**src/rtl/if_id_pipe_if.sv**
```systemverilog
// rtl/if_id_pipe_if.sv - valid/ready instruction beat bus (PC + instruction)
// The producer drives valid/pc/inst, the consumer drives ready.
interface if_id_pipe_if #(
   parameter int PC_W   = 32,
   parameter int INST_W = 32
);
   logic              valid;
   logic              ready;
   logic [PC_W-1:0]   pc;
   logic [INST_W-1:0] inst;

   modport master (output valid, output pc, output inst, input ready);
   modport slave  (input valid, input pc, input inst, output ready);
endinterface

```
**src/rtl/if_id_pipe.sv**
```systemverilog
// rtl/if_id_pipe.sv - IF->ID stage buffer: in-order FIFO with flush, kill window and NOP bubbles
// Fetch side is a slave bus, decode side a master bus; empty slots present NOP_INST at PC 0.
module if_id_pipe #(
   parameter int                PC_W     = 32,
   parameter int                INST_W   = 32,
   parameter int                DEPTH    = 2,
   parameter int                KILL_CNT = 1,
   parameter logic [INST_W-1:0] NOP_INST = 32'h00000013
) (
   input  logic                       clk,
   input  logic                       rst,
   if_id_pipe_if.slave                if_bus,
   if_id_pipe_if.master               id_bus,
   input  logic                       flush_i,
   output logic                       flush_pending_o,
   output logic [$clog2(DEPTH+1)-1:0] occupancy_o
);
   localparam int PTR_W = (DEPTH > 1) ? $clog2(DEPTH) : 1;
   localparam int OCC_W = $clog2(DEPTH + 1);
   localparam logic [OCC_W-1:0] FULL     = OCC_W'(DEPTH);
   localparam logic [PTR_W-1:0] LAST_PTR = PTR_W'(DEPTH - 1);

   logic [PC_W-1:0]   pc_mem_q   [DEPTH];
   logic [INST_W-1:0] inst_mem_q [DEPTH];
   logic [PTR_W-1:0]  rd_ptr_q, rd_ptr_d;
   logic [PTR_W-1:0]  wr_ptr_q, wr_ptr_d;
   logic [OCC_W-1:0]  occ_q, occ_d;
   logic [1:0]        kill_q, kill_d;
   logic              pend_q, pend_d;

   logic if_ready, id_valid, if_hs, deq, enq;

   // Ready depends on registered occupancy only: no pass-through when full.
   assign if_ready = (occ_q != FULL);
   assign id_valid = (occ_q != '0);
   assign if_hs    = if_bus.valid & if_ready;
   assign deq      = id_valid & id_bus.ready;
   assign enq      = if_hs & ~flush_i & (kill_q == 2'd0);

   always_comb begin
      rd_ptr_d = rd_ptr_q;
      wr_ptr_d = wr_ptr_q;
      occ_d    = occ_q;
      kill_d   = kill_q;
      pend_d   = pend_q;
      if (flush_i) begin
         // Flush beats enqueue, dequeue and kill decrement alike.
         rd_ptr_d = '0;
         wr_ptr_d = '0;
         occ_d    = '0;
         kill_d   = 2'(KILL_CNT);
         pend_d   = 1'b1;
      end else begin
         if (deq) rd_ptr_d = (rd_ptr_q == LAST_PTR) ? '0 : rd_ptr_q + 1'b1;
         if (enq) wr_ptr_d = (wr_ptr_q == LAST_PTR) ? '0 : wr_ptr_q + 1'b1;
         occ_d = occ_q + OCC_W'(enq) - OCC_W'(deq);
         if (if_hs && kill_q != 2'd0) kill_d = kill_q - 2'd1;
         if (enq) pend_d = 1'b0;
      end
   end

   always_ff @(posedge clk or negedge rst) begin
      if (!rst) begin
         rd_ptr_q <= '0;
         wr_ptr_q <= '0;
         occ_q    <= '0;
         kill_q   <= 2'd0;
         pend_q   <= 1'b0;
      end else begin
         rd_ptr_q <= rd_ptr_d;
         wr_ptr_q <= wr_ptr_d;
         occ_q    <= occ_d;
         kill_q   <= kill_d;
         pend_q   <= pend_d;
      end
   end

   // Storage needs no reset: occupancy alone decides what is visible.
   always_ff @(posedge clk) begin
      if (enq) begin
         pc_mem_q[wr_ptr_q]   <= if_bus.pc;
         inst_mem_q[wr_ptr_q] <= if_bus.inst;
      end
   end

   assign if_bus.ready    = if_ready;
   assign id_bus.valid    = id_valid;
   assign id_bus.pc       = id_valid ? pc_mem_q[rd_ptr_q] : '0;
   assign id_bus.inst     = id_valid ? inst_mem_q[rd_ptr_q] : NOP_INST;
   assign flush_pending_o = pend_q;
   assign occupancy_o     = occ_q;
endmodule

```
**src/flat_wrapper.sv**
```systemverilog
// flat-port wrapper written by rule: the top's interface ports become plain ports
module if_id_pipe_flat 
#(
   parameter int                PC_W     = 32,
   parameter int                INST_W   = 32,
   parameter int                DEPTH    = 2,
   parameter int                KILL_CNT = 1,
   parameter logic [INST_W-1:0] NOP_INST = 32'h00000013
)
  (clk, rst, flush_i, flush_pending_o, occupancy_o, if_bus_valid, if_bus_pc, if_bus_inst, if_bus_ready, id_bus_valid, id_bus_pc, id_bus_inst, id_bus_ready);
  if_id_pipe_if #(.PC_W(PC_W), .INST_W(INST_W)) if_bus_i ();
  if_id_pipe_if #(.PC_W(PC_W), .INST_W(INST_W)) id_bus_i ();
  input  logic clk;
  input  logic rst;
  input  logic flush_i;
  output logic flush_pending_o;
  output logic [$clog2(DEPTH+1)-1:0] occupancy_o;
  input wire logic [$bits(if_bus_i.valid)-1:0] if_bus_valid;
  input wire logic [$bits(if_bus_i.pc)-1:0] if_bus_pc;
  input wire logic [$bits(if_bus_i.inst)-1:0] if_bus_inst;
  output wire logic [$bits(if_bus_i.ready)-1:0] if_bus_ready;
  output wire logic [$bits(id_bus_i.valid)-1:0] id_bus_valid;
  output wire logic [$bits(id_bus_i.pc)-1:0] id_bus_pc;
  output wire logic [$bits(id_bus_i.inst)-1:0] id_bus_inst;
  input wire logic [$bits(id_bus_i.ready)-1:0] id_bus_ready;
  assign if_bus_i.valid = if_bus_valid;
  assign if_bus_i.pc = if_bus_pc;
  assign if_bus_i.inst = if_bus_inst;
  assign if_bus_ready = if_bus_i.ready;
  assign id_bus_valid = id_bus_i.valid;
  assign id_bus_pc = id_bus_i.pc;
  assign id_bus_inst = id_bus_i.inst;
  assign id_bus_i.ready = id_bus_ready;
  if_id_pipe #(.PC_W(PC_W), .INST_W(INST_W), .DEPTH(DEPTH), .KILL_CNT(KILL_CNT), .NOP_INST(NOP_INST)) u_core (.clk(clk), .rst(rst), .if_bus(if_bus_i), .id_bus(id_bus_i), .flush_i(flush_i), .flush_pending_o(flush_pending_o), .occupancy_o(occupancy_o));
endmodule
```
**config.mk**
```make
export PLATFORM = sky130hd
export DESIGN_NAME = if_id_pipe_flat
export DESIGN_NICKNAME = d
export VERILOG_FILES = /design/src/rtl/if_id_pipe_if.sv /design/src/rtl/if_id_pipe.sv /design/src/flat_wrapper.sv
export SDC_FILE = /design/constraint.sdc
export NUM_CORES = 1
export LEC_CHECK = 0
export CORE_MARGIN = 1
export CORE_UTILIZATION = 45
export CTS_CLUSTER_DIAMETER = 80
export DETAILED_ROUTE_END_ITERATION = 16
export PLACE_DENSITY = 0.75
export SLEW_MARGIN = 0
export SYNTH_ARGS = -nofsm -noshare
export SYNTH_HDL_FRONTEND = slang
export SYNTH_SLANG_ARGS = --single-unit
```
**constraint.sdc**
```tcl
create_clock -name clk -period 7.1 [get_ports clk]
set_input_delay 1.42 -clock clk [delete_from_list [all_inputs] [get_ports clk]]
set_output_delay 1.42 -clock clk [all_outputs]
set_load 0.03 [all_outputs]
```
==> metrics <==
vias in the first global route 3032; Core Region between 10000 and 15000 sq um; Die ar. 12100 sq um; CTS Sinks ~140; global-route wire length before repair 14800 microns; xor/xnor share of the synthesized area 0.335%; Initial Util 46.0%; Synth Net Count about 380; HP Start u_core.flush_pending_o$_DFFE_PN0P_; Die Height 110 microns; routed len/inst 15.7 microns; number of routed nets with antenna violations 0; critical path's top delay family buffers and inverters; skew final about 6.4 ps; Critical-path top delay cell clkdlybuf4s50_1; Hold Crit Class flop to flop; shortest period the worst path allows 4380 ps; Overflow after GRT 0; hold_buf cts 0; status completed; DP Area 6740 sq um; Gate power share 39.5%; HPWL after DPL 6270 microns; Switching Fraction 35.5%; WP data arrival 2960 ps; share of layout cells above drive strength 1 under 10%; Clk Latency, worst-skew pair 400 ps; register share of total power 34.7%; First-pass DRT Iterations 6; Compound-Gate Fraction of Synth Area 0.526%; # DRC 0; Global Route met3 Usage 7.41%; post-route cell area 7240 sq um; worst stage delay on the critical path slightly below 700 ps; largest net degree at the start of global routing 66; final count of pins violating max slew 0; crit path cell chain nor2_4, buf_4, inv_1, nand2_1, clkdlybuf4s50_1; FF+latch count, synth 135; GR peak layer met2; max frequency 0.229 GHz; Critical Path Start Type flop; CP Data Required Time between 5000 and 6000 ps; CTS buffer count 17; port buffer count approximately 140; P_leak 2.40 nW; GRT Util Overall between 15 and 20%; Via density between 4 and 5; mux contribution to synthesized area approximately 13%; Final Hold Vio Count 0; row count 39; clk buf depth 2; pre-CTS WS slightly above 3000 ps; gpl congestion roughly 0.70; fin nets 531; clock root cell clkbuf_16; Die Span X 110 microns; simple-gate portion of the synthesized area 6.67%; RSZ-0062 raised after global routing no; WP buf/inv 3; Netlist Area Pre-Place ~5200 sq um; post-synthesis sequential area ratio about three quarters; CTS resizes 0; Slew Limit Headroom 24.1%; Int Pwr 1.87 mW; Post-CTS Setup Inserts 0; total wire length 9600 microns; Post-Route Utilization between 60% and 70%; Synth Warn # 0; CP max FO 34; Mapped Avg Cell Area between 15 and 20 sq um; Final Cycle Share 61.6%; drt initial violations 153; Reg-to-Reg Start u_core.occupancy_o[0]$_DFF_PN0_; vias ~3000; CTS tree yes; clock slew at reported path FFs 50 ps; main combinational cell family by area after synthesis multiplexers; Ports 138; CP startpoint u_core.occupancy_o[0]$_DFF_PN0_; min setup slack post-route ~2700 ps; met1 usage 20.9%; Clk pwr share 25.8%; Post-Synth Adder-Cell Area less than 1%; antenna fix cells 0; initial antenna violation count 0; Worst VDD drop between 0.3 and 0.4 mV; met2 Use GR 26.6%; Slew @ Worst Pin 1140 ps; Layout area overhead 38.3%; crit path capture type primary output; Switch Pwr 1.03 mW; Final Setup Violations 0; Post-Route Setup TNS 0 ps; Critical Setup Path Class flop to primary output; max-cap viol count 0; gate count after technology mapping 312; htree depth 4; Unique masters post-synth 27; Cell Pwr Density 402 nW/um^2
worst paths after layout:
| check | to | slack (ps) | cells past startpoint |
|---|---|---|---|
| min in group asynchronous | u_core.occupancy_o[0]$_DFF_PN0_ | 1280 | 1 |
| worst min-delay path | u_core.flush_pending_o$_DFFE_PN0P_ | 500 | 1 |
| worst max-delay path | id_bus_inst[4] | 2720 | 5 |
| max in group asynchronous | u_core.rd_ptr_q$_DFFE_PN0P_ | 5560 | 1 |
| worst min register to register | u_core.flush_pending_o$_DFFE_PN0P_ | 500 | 1 |
| worst max register to register | u_core.occupancy_o[1]$_DFF_PN0_ | 5140 | 8 |
Yosys cell counts (all sizes together):
cell	count	area share, %
o21ai	3	0.29
inv	7	0.50
dfrtp	7	3.3
nor3b	1	0.14
or3b	1	0.17
nand2	3	0.22
nand2b	1	0.12
nor2	66	4.8
ha	3	0.72
nor3	3	0.29
and2	1	0.14
edfxtp	128	73
or3	1	0.12
a21o	1	0.14
nor2b	3	0.50
mux2i	64	12
buf	13	1.9
a21oi	1	0.096
nand3	1	0.19
xor2	2	0.33
mux2	1	0.29
clkbuf	1	0.072
layout make-up:
class,count,area (sq um)
sequential,135,4020
tap,143,179
inverter,7,26.3
clock buffer,22,444
fill,880,4130
timing repair buffer,142,1410
clock inverter,7,57.6
multi-input combinational,156,1100
per-stage QoR:
step / hold WS (ps) / total power, mW / instances
floorplan: 518 / 1.73 / 312
global route: 523 / 3.05 / 612
finish: 500 / 2.91 / 612
global placement: 482 / 2.17 / 583
detailed placement: 493 / 2.19 / 583
CTS: 510 / 2.95 / 612
sequential cells by signal (all words and copies together) (netlist names):
signal                  cells
u_core.flush_pending_o      1
u_core.inst_mem_q          64
u_core.kill_q               2
u_core.occupancy_o          2
u_core.pc_mem_q            64
u_core.rd_ptr_q             1
u_core.wr_ptr_q             1
metal layers:
layer	wire length, microns	up-vias
met5	0	-
met4	104	0
met3	718	10
met2	4760	102
met1	4020	1448
li1	-	1441
logic make-up (layout without fill, tap and decap cells):
| family | Yosys count | after routing |
|---|---|---|
| adder cells (fa/ha/maj) | 3 | 3 |
| AND/OR/NAND/NOR | 81 | 81 |
| buffers and inverters | 21 | 178 |
| XOR/XNOR | 2 | 2 |
| multiplexers | 65 | 65 |
| AO/OA/AOI/OAI | 5 | 5 |
| flip-flops | 135 | 135 |
power by group through the flow:
stage | Sequential [mW] | Combinational, mW | Clock (mW)
6_report | 1.01 | 1.15 | 0.751
2_1_floorplan | 0.963 | 0.764 | 0
3_5_place_dp | 1.03 | 1.16 | 0
3_3_place_gp | 1.02 | 1.15 | 0
5_1_grt | 1.02 | 1.23 | 0.807
4_1_cts | 1.01 | 1.17 | 0.769
cell usage in the layout (no fill, tap or decap), drive strengths merged, types with 2 or more instances in the layout:
cell type      synthesis  routed
buf                   13       5
clkbuf                 1      22
clkdlybuf4s50          0     137
clkinv                 0       6
dfrtp                  7       7
edfxtp               128     128
ha                     3       3
inv                    7       7
mux2i                 64      64
nand2                  3       3
nor2                  66      66
nor2b                  3       3
nor3                   3       3
o21ai                  3       3
xor2                   2       2
worst register-to-register path: stages, from the launching register on:
cell,delay (ps)
dfrtp_1,460
o21ai_0,320
inv_1,90
ha_1,280
inv_1,40
ha_1,180
xor2_1,150
and2_2,200
nor3_1,160
(Power assumes the default switching activity.)
